`config.mk`:
```
export PLATFORM = sky130hd
export DESIGN_NAME = alu_issue_ctrl
export DESIGN_NICKNAME = d
export VERILOG_FILES = /design/src/rtl/alu_pkg.sv /design/src/rtl/alu_issue_cnt.sv /design/src/rtl/alu_issue_ctrl.sv
export SDC_FILE = /design/constraint.sdc
export NUM_CORES = 1
export LEC_CHECK = 0
export ABC_AREA = 0
export BUFFER_PORTS_ARGS = -buffer_cell sky130_fd_sc_hd__buf_2
export CORE_MARGIN = 3
export CORE_UTILIZATION = 45
export DETAILED_ROUTE_END_ITERATION = 10
export PLACE_DENSITY = 0.86
export SYNTH_ARGS = -nofsm -noshare
export SYNTH_HDL_FRONTEND = slang
export SYNTH_SLANG_ARGS = --single-unit
```
`constraint.sdc`:
```
create_clock -name clk -period 1.7 [get_ports clk]
set_clock_uncertainty 0.05 [all_clocks]
set_input_delay 0.17 -clock clk [delete_from_list [all_inputs] [get_ports clk]]
set_output_delay 0.17 -clock clk [all_outputs]
set_load 0.03 [all_outputs]
```
`src/rtl/alu_pkg.sv`:
```
// alu_pkg: function codes, issue FSM states and decode helpers shared by the
// TotalALU issue stage and the TotalALU control logic.
package alu_pkg;

  localparam logic [5:0] FN_AND   = 6'd36;
  localparam logic [5:0] FN_OR    = 6'd37;
  localparam logic [5:0] FN_ADD   = 6'd32;
  localparam logic [5:0] FN_SUB   = 6'd34;
  localparam logic [5:0] FN_SLT   = 6'd42;
  localparam logic [5:0] FN_SRL   = 6'd2;
  localparam logic [5:0] FN_MULTU = 6'd25;
  localparam logic [5:0] FN_MFHI  = 6'd16;
  localparam logic [5:0] FN_MFLO  = 6'd18;

  typedef enum logic [1:0] {
    ST_IDLE = 2'd0,
    ST_EXEC = 2'd1,
    ST_RESP = 2'd2
  } issue_state_e;

  function automatic logic is_legal_funct(input logic [5:0] f);
    logic ok;
    case (f)
      FN_AND, FN_OR, FN_ADD, FN_SUB, FN_SLT,
      FN_SRL, FN_MULTU, FN_MFHI, FN_MFLO: ok = 1'b1;
      default:                            ok = 1'b0;
    endcase
    return ok;
  endfunction

  function automatic logic is_mul(input logic [5:0] f);
    return (f == FN_MULTU);
  endfunction

  // Codes that touch HI/LO and therefore must wait for a running multiply.
  function automatic logic uses_hilo(input logic [5:0] f);
    return (f == FN_MULTU) || (f == FN_MFHI) || (f == FN_MFLO);
  endfunction

endpackage

```
`src/rtl/alu_issue_cnt.sv`:
```
// alu_issue_cnt: loadable down-counter that stops at zero, with a zero flag.
// A load in the same cycle as a decrement wins.
module alu_issue_cnt #(
  parameter int unsigned W = 6
) (
  input  logic         clk,
  input  logic         reset,
  input  logic         load,
  input  logic [W-1:0] load_val,
  output logic [W-1:0] cnt,
  output logic         zero
);

  logic [W-1:0] cnt_q;
  logic [W-1:0] cnt_d;

  // Next count: load, else decrement while nonzero.
  always_comb begin
    if (load) begin
      cnt_d = load_val;
    end else if (cnt_q != {W{1'b0}}) begin
      cnt_d = cnt_q - {{(W-1){1'b0}}, 1'b1};
    end else begin
      cnt_d = cnt_q;
    end
  end

  // Count register.
  always_ff @(posedge clk) begin
    if (reset) begin
      cnt_q <= {W{1'b0}};
    end else begin
      cnt_q <= cnt_d;
    end
  end

  assign cnt  = cnt_q;
  assign zero = (cnt_q == {W{1'b0}});

endmodule

```
`src/rtl/alu_issue_ctrl.sv`:
```
// alu_issue_ctrl: issues one operation at a time to TotalALU and returns the result.
// Optional HI/LO background interlock: define ALU_ISSUE_HILO_INTERLOCK_EN.
module alu_issue_ctrl
  import alu_pkg::*;
#(
  parameter int unsigned ALU_LAT    = 1,
  parameter int unsigned MUL_CYCLES = 32
) (
  input  logic        clk,
  input  logic        reset,
  input  logic        in_valid,
  output logic        in_ready,
  input  logic [5:0]  in_funct,
  input  logic [31:0] in_a,
  input  logic [31:0] in_b,
  output logic [31:0] alu_dataA,
  output logic [31:0] alu_dataB,
  output logic [5:0]  alu_signal,
  input  logic [31:0] alu_result,
  output logic        out_valid,
  input  logic        out_ready,
  output logic [31:0] out_data,
  output logic        out_err,
  output logic        busy
);

  localparam logic [5:0] LAT_LD = 6'(ALU_LAT);

  issue_state_e state_q, state_d;
  logic [31:0]  a_q, a_d, b_q, b_d;
  logic [5:0]   funct_q, funct_d;
  logic [31:0]  out_data_q, out_data_d;
  logic         out_err_q, out_err_d;

  logic [5:0]   cnt_s, cnt_ld_val_s;
  logic         cnt_zero_s, cnt_load_s;
  logic         accept_s, in_legal_s, exec_done_s;
  logic         hilo_block_s, mul_hold_s;
  logic [31:0]  mul_a_s, mul_b_s;

  assign in_legal_s  = is_legal_funct(in_funct);
  assign accept_s    = in_valid && in_ready;
  assign exec_done_s = (state_q == ST_EXEC) && (cnt_s == 6'd1);
  assign cnt_load_s  = accept_s && in_legal_s;

`ifdef ALU_ISSUE_HILO_INTERLOCK_EN
  localparam logic [5:0] MUL_REM = 6'(MUL_CYCLES - ALU_LAT);

  logic [5:0]  mul_cnt_s;
  logic        mul_zero_s, mul_load_s;
  logic [31:0] mul_a_q, mul_a_d, mul_b_q, mul_b_d;

  assign cnt_ld_val_s = LAT_LD;
  assign mul_load_s   = exec_done_s && is_mul(funct_q);

  alu_issue_cnt #(.W(6)) u_mul_cnt (
    .clk      (clk),
    .reset    (reset),
    .load     (mul_load_s),
    .load_val (MUL_REM),
    .cnt      (mul_cnt_s),
    .zero     (mul_zero_s)
  );

  // Multiply operands stay on the ALU in the background after MULTU retires.
  always_comb begin
    if (mul_load_s) begin
      mul_a_d = a_q;
      mul_b_d = b_q;
    end else begin
      mul_a_d = mul_a_q;
      mul_b_d = mul_b_q;
    end
  end

  // Background multiply operand registers.
  always_ff @(posedge clk) begin
    if (reset) begin
      mul_a_q <= 32'd0;
      mul_b_q <= 32'd0;
    end else begin
      mul_a_q <= mul_a_d;
      mul_b_q <= mul_b_d;
    end
  end

  assign mul_hold_s   = (mul_cnt_s != 6'd0);
  assign hilo_block_s = !mul_zero_s && uses_hilo(in_funct);
  assign mul_a_s      = mul_a_q;
  assign mul_b_s      = mul_b_q;
`else
  localparam logic [5:0] MUL_LD = 6'(MUL_CYCLES);

  assign cnt_ld_val_s = is_mul(in_funct) ? MUL_LD : LAT_LD;
  assign mul_hold_s   = 1'b0;
  assign hilo_block_s = 1'b0;
  assign mul_a_s      = 32'd0;
  assign mul_b_s      = 32'd0;
`endif

  alu_issue_cnt #(.W(6)) u_cnt (
    .clk      (clk),
    .reset    (reset),
    .load     (cnt_load_s),
    .load_val (cnt_ld_val_s),
    .cnt      (cnt_s),
    .zero     (cnt_zero_s)
  );

  // FSM state and operation/response registers.
  always_ff @(posedge clk) begin
    if (reset) begin
      state_q    <= ST_IDLE;
      a_q        <= 32'd0;
      b_q        <= 32'd0;
      funct_q    <= 6'd0;
      out_data_q <= 32'd0;
      out_err_q  <= 1'b0;
    end else begin
      state_q    <= state_d;
      a_q        <= a_d;
      b_q        <= b_d;
      funct_q    <= funct_d;
      out_data_q <= out_data_d;
      out_err_q  <= out_err_d;
    end
  end

  // Next-state logic; illegal codes skip EXEC entirely.
  always_comb begin
    state_d = state_q;
    case (state_q)
      ST_IDLE: begin
        if (accept_s) begin
          state_d = in_legal_s ? ST_EXEC : ST_RESP;
        end else begin
          state_d = ST_IDLE;
        end
      end
      ST_EXEC: begin
        if (cnt_s == 6'd1) begin
          state_d = ST_RESP;
        end else begin
          state_d = ST_EXEC;
        end
      end
      ST_RESP: begin
        if (out_ready) begin
          state_d = ST_IDLE;
        end else begin
          state_d = ST_RESP;
        end
      end
      default: state_d = ST_IDLE;
    endcase
  end

  // Operand latches and result capture.
  always_comb begin
    if (accept_s) begin
      a_d        = in_a;
      b_d        = in_b;
      funct_d    = in_funct;
      out_data_d = 32'd0;
      out_err_d  = !in_legal_s;
    end else if (exec_done_s) begin
      a_d        = a_q;
      b_d        = b_q;
      funct_d    = funct_q;
      out_data_d = is_mul(funct_q) ? 32'd0 : alu_result;
      out_err_d  = 1'b0;
    end else begin
      a_d        = a_q;
      b_d        = b_q;
      funct_d    = funct_q;
      out_data_d = out_data_q;
      out_err_d  = out_err_q;
    end
  end

  // Outputs decoded from state; a background multiply owns the ALU when EXEC is idle.
  always_comb begin
    in_ready  = 1'b0;
    out_valid = 1'b0;
    if (mul_hold_s) begin
      alu_signal = FN_MULTU;
      alu_dataA  = mul_a_s;
      alu_dataB  = mul_b_s;
    end else begin
      alu_signal = 6'd0;
      alu_dataA  = 32'd0;
      alu_dataB  = 32'd0;
    end
    case (state_q)
      ST_IDLE: in_ready = !hilo_block_s;
      ST_EXEC: begin
        alu_signal = funct_q;
        alu_dataA  = a_q;
        alu_dataB  = b_q;
      end
      ST_RESP: out_valid = 1'b1;
      default: in_ready = 1'b0;
    endcase
  end

  assign out_data = out_data_q;
  assign out_err  = out_err_q;
  assign busy     = (state_q != ST_IDLE) || !cnt_zero_s || mul_hold_s;

endmodule
```
==> results of run 1 <==
## stage by stage
stage / hold WS, ns / TNS (ns) / util [%]
2_1_floorplan: 0.256 / 0 / -
3_3_place_gp: 0.361 / 0 / 59.4
3_5_place_dp: 0.367 / -0.0121 / 59.4
4_1_cts: 0.00115 / -0.0400 / 73.6
5_1_grt: -0.00495 / -6.07 / 80.4
6_report: 0.0145 / -1.27 / 80.4
## routing by layer
metal / vias to the layer above / global-route usage (%) / share of wire, %
met3: 105 / 7.83 / 9.8
met2: 389 / 50.3 / 50
met4: 0 / 14.1 / 5.6
li1: 2524 / - / -
met1: 2590 / 29.9 / 35
met5: - / 0 / 0
## power breakdown
| group | total, uW | switching [uW] | internal, uW | leakage, uW |
|---|---|---|---|---|
| clock | 1630 | 1050 | 585 | 0.000101 |
| combinational | 1850 | 937 | 917 | 0.00241 |
| sequential | 2970 | 156 | 2820 | 0.000910 |
## path summary, 6_finish.rpt
kind / startpoint / to / slack [ns] / cells after the start
max: u_cnt.cnt[2] / out_data[19] / -0.05 / 6
min: alu_result[0] / out_data[0] / 0.01 / 3
max reg2reg: u_cnt.cnt[2] / out_data[19] / -0.05 / 6
min reg2reg: a_q[6] / a_q[6] / 0.41 / 2
## cells in the final DEF, fill, tap and decap left out, types with 16 or more instances in the layout
cell,synthesis,layout
buf_6,0,75
and2_1,72,33
a21oi_1,107,93
nand2_1,176,174
buf_4,0,16
dfxtp_1,111,105
and2_4,0,38
dlygate4sd3_1,0,94
nand3_1,37,24
buf_2,13,140
## worst max-delay path, stage by stage, from the launching register on
cell and delay, ns:
dfxtp_4 0.39, nor4_4 0.31, buf_4 0.18, and3_4 0.28
clkbuf_16 0.19, nand3_2 0.08, a21oi_1 0.20
## sequential cells by signal, indices dropped and copies added, names as in the netlist
register	cells
u_cnt.cnt	6
a_q	32
b_q	32
state_q	2
out_data	32
funct_q	6
out_err	1
## timing repair
item / 4_1_cts / 5_1_grt
endpoints found under the hold margin: 94 / 0
pin swaps: 2 / 38
hold buffers: 94 / 0
setup endpoints to repair: 71 / 106
cloned: 1 / 5
gates resized for setup: 62 / 181
buffers inserted: 9 / 1
## area by class of cell
cell class | count | area (um2)
timing repair buffer | 337 | 2860
multi-input combinational | 432 | 2420
sequential | 111 | 2230
fill | 544 | 1930
tap | 133 | 166
clock buffer | 9 | 124
clock inverter | 7 | 73.8
inverter | 3 | 11.3
## kinds of logic after synthesis
group / after synthesis / share of synthesized area, %
buf+inv: 50 / 4.45
simple gates: 309 / 31.8
xor+xnor: 4 / 0.765
flops: 111 / 48.5
mux: 2 / 0.492
fa+ha+maj: 3 / 0.820
compound gates: 114 / 13.2
==> metrics.txt, run 1 <==
Clock Root Buffer clkbuf_8; grt total ovfl 0; Tmin final 1.75 ns; P_leak between 0.003 and 0.004 uW; count leader, synth nand2_1; Post-Synthesis Cells 593; Post-synth EDFFs 0; share of the cycle needed by the critical path after routing 103%; I/O Pins 212; Max Cap Viol 0; Placed Cells incl. Taps between 900 and 1000; DP Worst Slack -0.0121 ns; Finished Layout Cells 1032; antenna-violating nets left 0; core area 9820 um2; vias about 5600; Synthesized Nets 702; Synth area leader dfxtp_1; TritonCTS clock tree done; Synth area leaders dfxtp_1, nand2_1, a21oi_1, and2_1, nand3_1; failing checks setup timing; Worst Slack Setup Final -0.0475 ns; vias in the first global route 5313; share of cells above drive strength 1 37.9%; Power Dens Cells 819 nW/um2; Startpoint Class flop; Syn-to-layout area delta 72.3%; Pre-antenna DRT Iters 7; share of Yosys cell area claimed by the top area cell type 48.5%; synthesized area 4580 um2; average size of a mapped cell 7.72 um2; Die Wd 107 um; initial antenna violation count 0; largest net degree at the start of global routing 41; Worst EP arrival 2.00 ns; row count 36; sequential fraction of the synthesis area between 40 and 50%; drc violations 0; DRT Wirelength roughly 20000 um; die height 107 um; GRT Util Overall about 28%; clk sinks 111; Netlist cell types 31; I/O Buffers 211; CTS HTree Levels 3; Starting Density between 40% and 50%; die area ~11000 um2; CP Capture Type flop; Max Clk Rate 572 MHz; fin nets 1003; outcome finished, violations left; async set or reset register ratio after synthesis 0%; final slew viol count 0; Synth Register Bits 111; maximum VDD drop 0.608 mV; DR vias/cell around 5.4; first-pass GRT wire length 25700 um; Ant. Diodes 0; WL/cell 19.3 um; yosys warns 0; CP max FO 6; maximum buffer depth of the clock tree 2; final hold vios 0; HPWL after detailed placement approximately 8400 um; clock-pin slew on the worst setup and hold paths 0.12 ns; RSZ-0062 raised after global routing true; Synth Flop Type dfxtp_1; number of DRC markers in iteration 0 426; Final Instance Area 7890 um2; critical path type reg2reg; Slew HR 69.0%; Post-synth top cells nand2_1, dfxtp_1, a21oi_1, and2_1, nand3_1; GPL Wtd Cong 0.769; Least-Margin Pin Slew roughly 0.46 ns; total power 6460 uW; # setup viols final 68; worst skew pair latency 0.38 ns; WP data required 1.95 ns; Tightest Hold Check Type in2reg; placed cell areas 5830 um2; total CTS buffers 9
No activity file was read; power rests on OpenSTA's default activity.
==> run 2: changes to the inputs <==
--- a/config.mk
+++ b/config.mk
@@ -10,7 +10,7 @@
 export CORE_MARGIN = 3
 export CORE_UTILIZATION = 45
 export DETAILED_ROUTE_END_ITERATION = 10
-export PLACE_DENSITY = 0.86
+export PLACE_DENSITY = 0.83
 export SYNTH_ARGS = -nofsm -noshare
 export SYNTH_HDL_FRONTEND = slang
 export SYNTH_SLANG_ARGS = --single-unit
==> metrics.txt, run 2 (synthesized netlist as in run 1, its figures left out) <==
outcome finished, violations left; failing checks setup timing; commonest non-fill, non-tap cell in the layout nand2_1; clock-pin slew on the worst setup and hold paths 0.10 ns (-0.02 ns); CTS HTree Levels 3 (unchanged); TritonCTS clock tree done; maximum VDD drop 0.479 mV (-21%); CP Capture Type output pin; CP max FO 6 (unchanged); P_leak 0.00334 uW (-2.4%); Ant. Diodes 0 (unchanged); WP data required 1.48 ns (-0.47 ns); Worst EP arrival 1.51 ns (-0.49 ns); total CTS buffers 9 (unchanged); Startpoint Class flop; most frequent cells in the layout nand2_1, buf_2, a21oi_1, dfxtp_1, dlygate4sd3_1; Tightest Hold Check Type in2reg; Tmin final 1.73 ns (-0.0134 ns); row count 36 (unchanged); GPL Wtd Cong 0.794 (+3.3%); initial antenna violation count 0 (unchanged); grt total ovfl 0 (unchanged); uppermost routed layer met4; Pre-antenna DRT Iters 6 (-1); final slew viol count 0 (unchanged); slowest stage delay, CP 0.34 ns (-0.05 ns); share of cells above drive strength 1 33.6% (-4.3 points); Syn-to-layout area delta 62.4%; RSZ-0062 raised after global routing true; Least-Margin Pin Slew 0.517 ns (+0.0523 ns); Placed Cells incl. Taps 906 (-0.22%); clk sinks 111 (unchanged); Levels on crit path 5 (-1); CP delay by family, top buffers and inverters; die height 107 um (unchanged); met2 WL 8130 um (-19%); Starting Density 46.6% (unchanged); GRT Util Overall 25.5% (-2.4 points); largest net degree at the start of global routing 48 (+17%); HPWL after detailed placement 8520 um (+1.8%); final hold vios 0 (unchanged); first-pass GRT wire length 23700 um (-7.6%); R2R cell count 6 (unchanged); Slowest cell on crit path dfxtp_2; Max Cap Viol 0 (unchanged); core area 9820 um2 (unchanged); vias in the first global route 4994 (-6.0%); WL met3 1220 um (-38%); number of DRC markers in iteration 0 389 (-8.7%); share of the cycle needed by the critical path after routing 102% (-0.79 points); critical path, cell by cell nor2b_4 > buf_6 > clkbuf_16 > and2_4 > buf_6; worst skew pair latency 0.36 ns (-0.02 ns); antenna-violating nets left 0 (unchanged); critical path type reg2out; met1 wire length 5950 um (-14%); CP most frequent cell buf_6; CP Buf/Inv Count 3 (+1); Slew HR 65.6% (-3.5 points); Final Util 75.8% (-4.6 points); Worst Slack Setup Final -0.0341 ns (+0.0134 ns); drc violations 0 (unchanged); Hold Path Depth 3 (unchanged); Max Clk Rate 577 MHz (+0.77%); # setup viols final 22 (-68%); Clock Root Buffer clkbuf_8; DRT Wirelength 15900 um (-20%); Power Dens Cells 828 nW/um2 (+1.2%); vias 5219 (-6.9%); I/O Buffers 211 (unchanged); DP Worst Slack 0.00558 ns (+0.0177 ns); maximum buffer depth of the clock tree 2 (unchanged); Die Wd 107 um (unchanged); DR vias/cell 5.12 (-5.8%); die area 11400 um2 (unchanged); WL/cell 15.6 um (-19%); Finished Layout Cells 1020 (-1.2%); fin nets 991 (-1.2%); I/O Pins 212 (unchanged)
-- run 2: cell types whose count changed in the layout (fill, tap and decap cells not counted), sizes merged --
cell         change
clkinv           -1
buf              -4
inv              -1
clkbuf           +2
dlygate4sd3      -8
-- run 2: repair_timing --
action                                 CTS  global route
gates cloned                             1             5
buffers inserted                         5             1
setup endpoints to repair               71            87
gates resized for setup                 57            78
pin swaps                                2            22
endpoints found under the hold margin   86             0
hold buffers                            86             0
-- run 2: per-layer routing --
| layer | vias up | track usage [%] |
|---|---|---|
| met5 | - | 0 |
| met4 | 0 | 10.3 |
| met3 | 55 | 5.18 |
| met2 | 242 | 47.3 |
| met1 | 2414 | 28.4 |
| li1 | 2508 | - |
-- run 2: power by group --
group | switching [uW] | internal, uW | leakage (uW) | total [uW]
combinational | 839 | 823 | 0.00232 | 1660
clock | 919 | 632 | 0.000102 | 1550
sequential | 141 | 2810 | 0.000909 | 2950
total | 1900 | 4260 | 0.00334 | 6160
-- run 2: path summary, 6_finish.rpt --
path / startpoint / to / slack, ns
hold reg to reg: b_q[2] / b_q[2] / 0.40
setup reg to reg: u_cnt.cnt[4] / out_data[29] / 0.05
setup / recovery: state_q[0] / alu_dataB[27] / -0.03
hold / removal: alu_result[16] / out_data[16] / 0.01
-- run 2: layout make-up --
cell class,count,area [um2]
Multi-Input combinational cell,432,2260
Clock buffer,11,151
Clock inverter,5,38.8
Timing Repair Buffer,325,2580
Fill cell,735,2380
Tap cell,133,166
Inverter,3,11.3
Sequential cell,111,2230
-- run 2: stage by stage --
step           hold slack [ns]  TNS, ns  cell area [um2]  total power [uW]
6_report                0.0132   -0.241             7440              6160
4_1_cts              0.0000548  -0.0731             7080              6080
2_1_floorplan            0.256        0             4580              3800
5_1_grt                0.00835    -4.80             7440              6500
3_3_place_gp             0.361        0             5820              4190
3_5_place_dp             0.365        0             5820              4220
-- run 2: worst reg2reg max path, stage by stage, from the launching register on --
cell	delay, ns
dfxtp_4	0.37
nor4_4	0.32
buf_4	0.17
and3_2	0.25
buf_12	0.16
nand3_1	0.10
a21oi_1	0.17
